--- src/rtl/encrypt_job_sched_if.sv ---
// Requester/engine side bundle of the encrypt job scheduler.
// master: the requesters plus the engine status pins; slave: the scheduler.
interface encrypt_job_sched_if #(
    parameter int unsigned NREQ = 4
);
    logic            enable;
    logic [NREQ-1:0] req;
    logic [NREQ-1:0] grant;
    logic [NREQ-1:0] done_pulse;
    logic [NREQ-1:0] err_pulse;
    logic [1:0]      enc_start;
    logic [2:0]      enc_stop;
    logic            busy;
    logic            timeout_err;
    logic            err_clr;
    logic [15:0]     jobs_done;

    modport master (
        output enable,
        output req,
        output enc_stop,
        output err_clr,
        input  grant,
        input  done_pulse,
        input  err_pulse,
        input  enc_start,
        input  busy,
        input  timeout_err,
        input  jobs_done
    );

    modport slave (
        input  enable,
        input  req,
        input  enc_stop,
        input  err_clr,
        output grant,
        output done_pulse,
        output err_pulse,
        output enc_start,
        output busy,
        output timeout_err,
        output jobs_done
    );
endinterface

--- src/rtl/encrypt_job_sched.sv ---
// Round-robin scheduler sharing one encrypt engine among NREQ requesters.
// Runs the engine start/ack/done handshake and guards each job with a watchdog.
module encrypt_job_sched #(
    parameter int unsigned NREQ    = 4,
    parameter int unsigned TIMEOUT = 64,
    parameter int unsigned TW      = 8
) (
    input logic                clk,
    input logic                reset,
    encrypt_job_sched_if.slave bus
);
    localparam int unsigned PW = (NREQ > 1) ? $clog2(NREQ) : 1;
    localparam logic [TW-1:0] WDOG_LAST = TW'(TIMEOUT - 1);
    localparam logic [2:0] ENC_ACK  = 3'b001;
    localparam logic [2:0] ENC_DONE = 3'b010;
    localparam logic [1:0] ENC_GO   = 2'b01;
    localparam logic [1:0] ENC_IDLE = 2'b00;

    typedef enum logic [1:0] {StIdle, StStart, StRun, StErr} state_e;

    state_e          state_q, state_d;
    logic [NREQ-1:0] grant_q, grant_d;
    logic [NREQ-1:0] done_q, done_d;
    logic [NREQ-1:0] err_q, err_d;
    logic [1:0]      enc_start_q, enc_start_d;
    logic            busy_q, busy_d;
    logic            terr_q, terr_d;
    logic [15:0]     jobs_q, jobs_d;
    logic [TW-1:0]   wdog_q, wdog_d;
    logic [PW-1:0]   rr_q, rr_d;
    logic [PW-1:0]   owner_q, owner_d;

    logic            win_valid;
    logic [PW-1:0]   win_idx;
    logic [PW-1:0]   cand;

    // Round-robin pick: first requester after rr_q, wrapping, rr_q itself last.
    always_comb begin
        win_valid = 1'b0;
        win_idx   = '0;
        cand      = '0;
        for (int unsigned i = 1; i <= NREQ; i++) begin
            cand = PW'((32'(rr_q) + i) % NREQ);
            if (!win_valid && bus.req[cand]) begin
                win_valid = 1'b1;
                win_idx   = cand;
            end
        end
    end

    // Next-state and next-output logic; every output is registered from these.
    always_comb begin
        state_d     = state_q;
        grant_d     = grant_q;
        done_d      = '0;
        err_d       = '0;
        enc_start_d = enc_start_q;
        terr_d      = terr_q;
        jobs_d      = jobs_q;
        wdog_d      = wdog_q;
        rr_d        = rr_q;
        owner_d     = owner_q;

        unique case (state_q)
            StIdle: begin
                if (bus.enable && win_valid) begin
                    state_d          = StStart;
                    grant_d          = '0;
                    grant_d[win_idx] = 1'b1;
                    owner_d          = win_idx;
                    enc_start_d      = ENC_GO;
                    wdog_d           = '0;
                end
            end
            StStart: begin
                wdog_d = wdog_q + 1'b1;
                // Only an explicit ack counts; stale done status from the last job is ignored.
                if (bus.enc_stop == ENC_ACK) begin
                    state_d     = StRun;
                    enc_start_d = ENC_IDLE;
                end else if (wdog_q == WDOG_LAST) begin
                    state_d         = StErr;
                    enc_start_d     = ENC_IDLE;
                    grant_d         = '0;
                    err_d[owner_q]  = 1'b1;
                    rr_d            = owner_q;
                    terr_d          = 1'b1;
                end
            end
            StRun: begin
                // Watchdog keeps running across the ack so it bounds the whole job.
                wdog_d = wdog_q + 1'b1;
                if (bus.enc_stop == ENC_DONE) begin
                    state_d         = StIdle;
                    grant_d         = '0;
                    done_d[owner_q] = 1'b1;
                    jobs_d          = jobs_q + 16'd1;
                    rr_d            = owner_q;
                end else if (wdog_q == WDOG_LAST) begin
                    state_d         = StErr;
                    enc_start_d     = ENC_IDLE;
                    grant_d         = '0;
                    err_d[owner_q]  = 1'b1;
                    rr_d            = owner_q;
                    terr_d          = 1'b1;
                end
            end
            StErr: begin
                if (bus.err_clr) begin
                    state_d = StIdle;
                    terr_d  = 1'b0;
                end
            end
            default: state_d = StIdle;
        endcase

        busy_d = (state_d != StIdle);
    end

    // State and output registers, cleared asynchronously by the shared reset net.
    always_ff @(posedge clk or negedge reset) begin
        if (!reset) begin
            state_q     <= StIdle;
            grant_q     <= '0;
            done_q      <= '0;
            err_q       <= '0;
            enc_start_q <= ENC_IDLE;
            busy_q      <= 1'b0;
            terr_q      <= 1'b0;
            jobs_q      <= '0;
            wdog_q      <= '0;
            rr_q        <= PW'(NREQ - 1);
            owner_q     <= '0;
        end else begin
            state_q     <= state_d;
            grant_q     <= grant_d;
            done_q      <= done_d;
            err_q       <= err_d;
            enc_start_q <= enc_start_d;
            busy_q      <= busy_d;
            terr_q      <= terr_d;
            jobs_q      <= jobs_d;
            wdog_q      <= wdog_d;
            rr_q        <= rr_d;
            owner_q     <= owner_d;
        end
    end

    assign bus.grant       = grant_q;
    assign bus.done_pulse  = done_q;
    assign bus.err_pulse   = err_q;
    assign bus.enc_start   = enc_start_q;
    assign bus.busy        = busy_q;
    assign bus.timeout_err = terr_q;
    assign bus.jobs_done   = jobs_q;
endmodule
--- src/flat_wrapper.sv ---
// flat-port wrapper written by rule: the top's interface ports become plain ports
module encrypt_job_sched_flat 
#(
    parameter int unsigned NREQ    = 4,
    parameter int unsigned TIMEOUT = 64,
    parameter int unsigned TW      = 8
)
  (clk, reset, bus_enable, bus_req, bus_enc_stop, bus_err_clr, bus_grant, bus_done_pulse, bus_err_pulse, bus_enc_start, bus_busy, bus_timeout_err, bus_jobs_done);
  encrypt_job_sched_if #(.NREQ(NREQ)) bus_i ();
  input logic clk;
  input logic reset;
  input wire logic [$bits(bus_i.enable)-1:0] bus_enable;
  input wire logic [$bits(bus_i.req)-1:0] bus_req;
  input wire logic [$bits(bus_i.enc_stop)-1:0] bus_enc_stop;
  input wire logic [$bits(bus_i.err_clr)-1:0] bus_err_clr;
  output wire logic [$bits(bus_i.grant)-1:0] bus_grant;
  output wire logic [$bits(bus_i.done_pulse)-1:0] bus_done_pulse;
  output wire logic [$bits(bus_i.err_pulse)-1:0] bus_err_pulse;
  output wire logic [$bits(bus_i.enc_start)-1:0] bus_enc_start;
  output wire logic [$bits(bus_i.busy)-1:0] bus_busy;
  output wire logic [$bits(bus_i.timeout_err)-1:0] bus_timeout_err;
  output wire logic [$bits(bus_i.jobs_done)-1:0] bus_jobs_done;
  assign bus_i.enable = bus_enable;
  assign bus_i.req = bus_req;
  assign bus_i.enc_stop = bus_enc_stop;
  assign bus_i.err_clr = bus_err_clr;
  assign bus_grant = bus_i.grant;
  assign bus_done_pulse = bus_i.done_pulse;
  assign bus_err_pulse = bus_i.err_pulse;
  assign bus_enc_start = bus_i.enc_start;
  assign bus_busy = bus_i.busy;
  assign bus_timeout_err = bus_i.timeout_err;
  assign bus_jobs_done = bus_i.jobs_done;
  encrypt_job_sched #(.NREQ(NREQ), .TIMEOUT(TIMEOUT), .TW(TW)) u_core (.clk(clk), .reset(reset), .bus(bus_i));
endmodule
--- config.mk ---
export PLATFORM = sky130hd
export DESIGN_NAME = encrypt_job_sched_flat
export DESIGN_NICKNAME = d
export VERILOG_FILES = /design/src/rtl/encrypt_job_sched_if.sv /design/src/rtl/encrypt_job_sched.sv /design/src/flat_wrapper.sv
export SDC_FILE = /design/constraint.sdc
export NUM_CORES = 1
export LEC_CHECK = 0
export ABC_AREA = 1
export BUFFER_PORTS_ARGS = -buffer_cell sky130_fd_sc_hd__buf_2
export CORE_MARGIN = 1
export CORE_UTILIZATION = 30
export DETAILED_ROUTE_END_ITERATION = 10
export MAX_ROUTING_LAYER = met4
export PLACE_DENSITY_LB_ADDON = 0.25
export SLEW_MARGIN = 20
export SYNTH_ARGS = -nofsm -noshare
export SYNTH_HDL_FRONTEND = slang
export SYNTH_SLANG_ARGS = --single-unit
--- constraint.sdc ---
create_clock -name clk -period 1.93 [get_ports clk]
set_input_delay 0.0965 -clock clk [delete_from_list [all_inputs] [get_ports clk]]
set_output_delay 0.0965 -clock clk [all_outputs]
set_load 0.05 [all_outputs]
==> impl_metrics.yaml, run 1 <==
sta:
  final.setup.worst_slack_ns: 0.153
  finalSetupTns_ns: 0
  setup_viol: 0
  whs_ns: 0.144
  hold_viol: 0
  period_share: 0.921
  report.final.slew_viol_count: 0
  finalClockSkew_ns: 0.00709
  max_freq_mhz: 563
  rsz0062_at_grt: "false"
  tightest_slew_ns: 0.539
  max_slew_margin: 0.641
  fin_crit_ns: 1.78
place:
  dpl_worst_slack_ns: 0.126
  dp_cells: 479
  gp_congestion: 0.818
  portBuffers: 42
  hpwlAfterDp_microns: 4450
power:
  clkPwrFrac: 0.162
  seqPwrFrac: 0.331
  swShare: 0.466
  p_int_mw: 2.01
  power_density_nw_per_um2: 1180
  p_comb_frac: 0.507
  peakVddDrop_mv: 0.465
  p_switching_mw: 1.76
  p_leak_nw: 1.73
flow_run:
  cap_violations: 0
worst_setup_path:
  worstSetupEndpointType: "flip-flop"
  r2r-end: "u_core.bus.enc_start[1]"
  crit_fanout: 10
  r2r_slack_ns: 0.15
  reg2reg_depth: 12
  cp-start-kind: "flip-flop"
  path_class: "flip-flop to flip-flop"
  crit_required_ns: 2.13
  r2r_start: "u_core.rr_q[0]"
  critPathArrivalTime_ns: 1.98
min_path:
  holdCritStartpoint: "bus_enable"
  hold_path_end: "u_core.owner_q[0]"
  min_path_cells: 3
  min_path_type: "input pin to flip-flop"
route:
  finalWirelength_microns: 5620
  drtIter0Drc: 103
  viasPerCell: 4.53
  drc: 0
  wl_per_cell_microns: 11.5
  drtPass1Iterations: 4
  vias: 2210
  ant_nets: 0
cts:
  post_cts_buffers: 0
  cts_tree: "done"
  root_buffer: "clkbuf_8"
  htreeDepth: 2
  clk_pin_slew_ns: 0.09
  numCtsBuffers: 5
  clk_latency_ns: 0.30
  cts_sinks: 46
  clk_path_buf_depth: 2
floorplanning:
  design.core.area_sq_um: 8680
  die_h_microns: 96.3
  dieArea_sq_um: 9260
  start_util: 0.307
  ios: 43
  rows: 34
  die_x_microns: 96.3
global_routing:
  grt_pass1_vias: 2087
  grt_max_degree: 25
  grt-ovfl-total: 0
  grt_pass1_wl_microns: 9590
  antenna_found_initial: 0
  grtUsageTotal: 0.139
final_layout:
  finalNonFillerCells: 488
  layout_commonest_cell: "nand2_1"
  layout_common_cells: "86 x nand2_1, 44 x dfrtp_1, 42 x buf_2, 31 x inv_1"
  area_growth_pct: 19.6
  nets: 397
  seqCellArea_sq_um: 1150
  multi_input_area_sq_um: 1350
  diodes: 0
  num-fill-cells: 928
  drive_gt1_frac: 0.292
yosys:
  synth_top_area_frac: 0.413
  syn-num-nets: 340
  syn_area_sq_um: 2670
  synth_cell_types: 35
  yosysSeqAreaShare: 0.433
  avgSynthCellArea_sq_um: 8.28
  yosys_register_bits: 46
  synth_area_leader_cell: "dfrtp_1"
  yosysWarnings: 0
  synthTopCellsByArea: "dfrtp_1 41%, nand2_1 12%, inv_1 4.5%"
  synthesis.instances: 322
run_status:
  outcome: "complete, no violations"
final cells by class:
cell class                      count  area share
Multi-Input combinational cell    236       0.423
Clock buffer                        5      0.0216
Timing Repair Buffer               54       0.100
Clock inverter                      3     0.00746
Sequential cell                    46       0.362
Inverter                           36      0.0432
Tap cell                          108      0.0424
registers in the layout (all words and copies together) (netlist names):
register and count:
u_core.bus.done_pulse 4, u_core.bus.enc_start 2, u_core.bus.timeout_err 1, u_core.bus.jobs_done 16, u_core.wdog_q 8, u_core.owner_q 2
u_core.bus.busy 1, u_core.bus.grant 4, u_core.state_q 2, u_core.bus.err_pulse 4, u_core.rr_q 2
synthesized netlist by cell type:
| cell | count |
|---|---|
| inv_1 | 32 |
| nor4_1 | 2 |
| nand3_2 | 3 |
| inv_2 | 3 |
| ha_1 | 7 |
| buf_6 | 2 |
| a31oi_1 | 2 |
| nand3b_1 | 1 |
| nor2_1 | 22 |
| xnor2_2 | 1 |
| nand2_2 | 19 |
| nor2_4 | 3 |
| or2_2 | 1 |
| nor2_2 | 1 |
| nor3_1 | 8 |
| dfstp_2 | 2 |
| o22ai_1 | 1 |
| o21ai_1 | 2 |
| xnor2_1 | 6 |
| clkbuf_1 | 1 |
| clkbuf_4 | 1 |
| a21oi_1 | 3 |
| xor2_1 | 13 |
| nand3_4 | 3 |
| dfrtp_1 | 44 |
| nand4_1 | 9 |
| o21ai_2 | 5 |
| o211ai_1 | 1 |
| nand2_4 | 2 |
| or2_4 | 1 |
| o21ai_0 | 9 |
| inv_4 | 1 |
| nand3_1 | 23 |
| nor3_2 | 1 |
| nand2_1 | 87 |
routing by layer:
layer	up-vias	track usage	share of wire
li1	1141	-	-
met1	1029	0.177	0.48
met2	32	0.217	0.47
met3	8	0.0292	0.039
met4	0	0.0485	0.015
met5	-	-	0
power by group through the flow:
stage	clock network [mW]	logic, mW	registers, mW
finish	0.610	1.91	1.25
global route	0.684	2.14	1.27
CTS	0.653	1.92	1.25
detailed placement	0	1.91	1.27
global placement	0	1.90	1.27
floorplan	0	1.26	1.44
worst max-delay path by stage:
stage	slack [ns]	end	startpoint	cells after the start
6_report	0.15	u_core.bus.enc_start[1]	u_core.rr_q[0]	12
5_1_grt	0.001	u_core.wdog_q[2]	u_core.rr_q[0]	12
4_1_cts	0.11	u_core.bus.jobs_done[13]	u_core.state_q[0]	9
3_5_place_dp	0.13	u_core.bus.jobs_done[13]	u_core.state_q[0]	9
3_3_place_gp	0.13	u_core.bus.jobs_done[13]	u_core.state_q[0]	9
2_1_floorplan	0.07	u_core.bus.jobs_done[12]	u_core.bus.jobs_done[0]	7
worst max-delay path, cell delays in order (launching register included):
cell     delay, ns
dfstp_2       0.54
buf_4         0.17
nand2_2       0.07
nand2_2       0.07
nand2_1       0.07
o21ai_0       0.08
inv_1         0.09
nand3_4       0.11
nand2_2       0.09
nand2_2       0.12
nand3_2       0.12
nand2_1       0.09
o21ai_1       0.06
cells by family (layout without fill, tap and decap cells):
logic type | Yosys count | count (layout) | synth area share
xor+xnor | 20 | 20 | 0.0685
simple gates | 186 | 186 | 0.349
fa+ha+maj | 7 | 7 | 0.0329
compound gates | 23 | 23 | 0.0526
flops | 46 | 46 | 0.433
buf+inv | 40 | 98 | 0.0643
timing repair:
action                                 in CTS  in global routing
gates resized for setup                     0                  5
hold buffers                                1                  0
setup endpoints to repair                   0                  7
endpoints found under the hold margin      21                  0
stage by stage:
step	instance area (sq um)	total power, mW	util
floorplan	2670	2.70	-
global placement	3070	3.17	0.354
detailed placement	3070	3.17	0.354
CTS	3170	3.82	0.366
global route	3190	4.10	0.367
finish	3190	3.77	0.367
Note: power is estimated with default switching activity, not from simulation.
==> run 2: changes to the inputs <==
--- a/config.mk
+++ b/config.mk
@@ -6,10 +6,10 @@
 export NUM_CORES = 1
 export LEC_CHECK = 0
 export ABC_AREA = 1
-export BUFFER_PORTS_ARGS = -buffer_cell sky130_fd_sc_hd__buf_2
 export CORE_MARGIN = 1
 export CORE_UTILIZATION = 30
 export DETAILED_ROUTE_END_ITERATION = 10
+export DONT_BUFFER_PORTS = 1
 export MAX_ROUTING_LAYER = met4
 export PLACE_DENSITY_LB_ADDON = 0.25
 export SLEW_MARGIN = 20
==> impl_metrics.yaml, run 2 (same netlist as run 1, synthesis figures left out) <==
power:
  power_density_nw_per_um2: 1250
  p_leak_nw: 1.66
  finalPower_mw: 3.99
  seqPwrFrac: 0.356
  clkPwrFrac: 0.179
  p_comb_frac: 0.465
  p_switching_mw: 1.79
  swShare: 0.448
  peakVddDrop_mv: 0.426
  p_int_mw: 2.20
route:
  drc: 0
  drtIter0Drc: 71
  finalWirelength_microns: 5760
  viasPerCell: 4.53
  wl_per_cell_microns: 12.3
  vias: 2119
  drtPass1Iterations: 4
  ant_nets: 0
global_routing:
  grt_pass1_vias: 2006
  antenna_found_initial: 0
  grt_max_degree: 47
  grt_pass1_wl_microns: 9450
  grt-ovfl-total: 0
  grtUsageTotal: 0.137
worst_setup_path:
  crit_required_ns: 2.13
  cpLargestDelayFamily: "simple AND/OR/NAND/NOR gates"
  critPathArrivalTime_ns: 2.02
  crit_buf_inv: 3
  path_cells: "inv_4, nand2_2, nand3_1, nand2_2, inv_2, nor2_4, nand3_4, nand2_4, nand2_4, nand3_4, inv_4, nand2_1, nand2_1"
  r2r_slack_ns: 0.11
  r2r_start: "u_core.rr_q[0]"
  cpMaxStageDelayCell: "dfstp_2"
  cpPeakStageDelay_ns: 0.62
  path_class: "flip-flop to flip-flop"
  cp-start-kind: "flip-flop"
  reg2reg_depth: 13
  worstSetupEndpointType: "flip-flop"
  crit_fanout: 10
  r2r-end: "u_core.bus.grant[1]"
place:
  hpwlAfterDp_microns: 4440
  placedInstanceArea_sq_um: 2980
  portBuffers: 0
  gp_congestion: 0.834
  dp_cells: 453
sta:
  report.final.slew_viol_count: 0
  tightest_slew_ns: 0.551
  rsz0062_at_grt: "true"
  whs_ns: 0.00869
  max_slew_margin: 0.633
  hold_viol: 0
  finalClockSkew_ns: 0.00503
  fin_crit_ns: 1.82
  period_share: 0.945
  setup_viol: 0
  max_freq_mhz: 548
final_layout:
  largest_register_ffs: 16
  drive_gt1_frac: 0.242
  area_growth_pct: 19.9
  diodes: 0
  nets: 377
  layout_common_cells: "86 x nand2_1, 44 x dfrtp_1, 31 x inv_1, 29 x buf_4, 23 x nand3_1"
  stdcell_area_sq_um: 3200
  layout_commonest_cell: "nand2_1"
  finalNonFillerCells: 468
run_status:
  outcome: "complete, no violations"
min_path:
  min_path_cells: 3
  hold_path_end: "u_core.bus.done_pulse[1]"
  min_path_type: "input pin to flip-flop"
  holdCritStartpoint: "bus_enc_stop[0]"
cts:
  clk_pin_slew_ns: 0.08
  root_buffer: "clkbuf_8"
  htreeDepth: 2
  numCtsBuffers: 5
  cts_sinks: 46
  cts_tree: "done"
  clk_latency_ns: 0.30
  clk_path_buf_depth: 2
floorplanning:
  die_x_microns: 96.3
  ios: 43
  start_util: 0.307
  rows: 34
  dieArea_sq_um: 9260
  design.core.area_sq_um: 8680
  die_h_microns: 96.3
flow_run:
  cap_violations: 0
==> run 2: final cells by class <==
type	count	area (sq um)
fillers	904	5480
inverters	36	140
clock buffers	6	72.6
well taps	108	135
clock inverters	2	37.5
multi-input cells	236	1360
flip-flops and latches	46	1150
repair buffers	34	297
==> run 2: power by group through the flow <==
stage               logic (mW)  clock network (mW)  registers, mW
global route              2.06               0.783           1.44
CTS                       1.75               0.743           1.42
floorplan                 1.26                   0           1.44
global placement          1.70                   0           1.43
finish                    1.86               0.716           1.42
detailed placement        1.71                   0           1.44
==> run 2: worst max-delay path by stage <==
stage	from	to	slack, ns	depth (start not counted)
2_1_floorplan	u_core.bus.jobs_done[0]	u_core.bus.jobs_done[12]	0.07	7
3_3_place_gp	u_core.rr_q[0]	u_core.bus.grant[3]	0.09	13
3_5_place_dp	u_core.rr_q[0]	u_core.bus.grant[1]	0.06	13
4_1_cts	u_core.rr_q[0]	u_core.bus.grant[1]	0.06	13
5_1_grt	u_core.rr_q[0]	u_core.bus.grant[0]	-0.03	13
6_report	u_core.rr_q[0]	u_core.bus.grant[1]	0.11	13
==> run 2: metal layers <==
| metal | global-route usage | vias up | part of all wire |
|---|---|---|---|
| met5 | - | - | 0 |
| met4 | 0.0361 | 0 | 0.012 |
| met3 | 0.0419 | 10 | 0.045 |
| met2 | 0.218 | 39 | 0.45 |
| met1 | 0.169 | 971 | 0.49 |
| li1 | - | 1099 | - |
==> run 2: worst min-delay path: cells and delay by family <==
family,cells,cell delay [ns]
and+or+nand+nor,3,0.17
==> run 2: stage by stage <==
stage               TNS, ns   util  setup slack [ns]
finish                    0  0.368             0.105
global route         -0.142  0.368           -0.0292
CTS                       0  0.362            0.0604
detailed placement        0  0.344            0.0609
global placement          0  0.344            0.0935
floorplan                 0      -            0.0715
==> run 2: repair_timing <==
action | 4_1_cts | 5_1_grt
setup buffers | 0 | 4
hold buffers | 3 | 0
setup endpoints to repair | 0 | 13
gates resized for setup | 0 | 7
hold endpoints to repair | 48 | 0
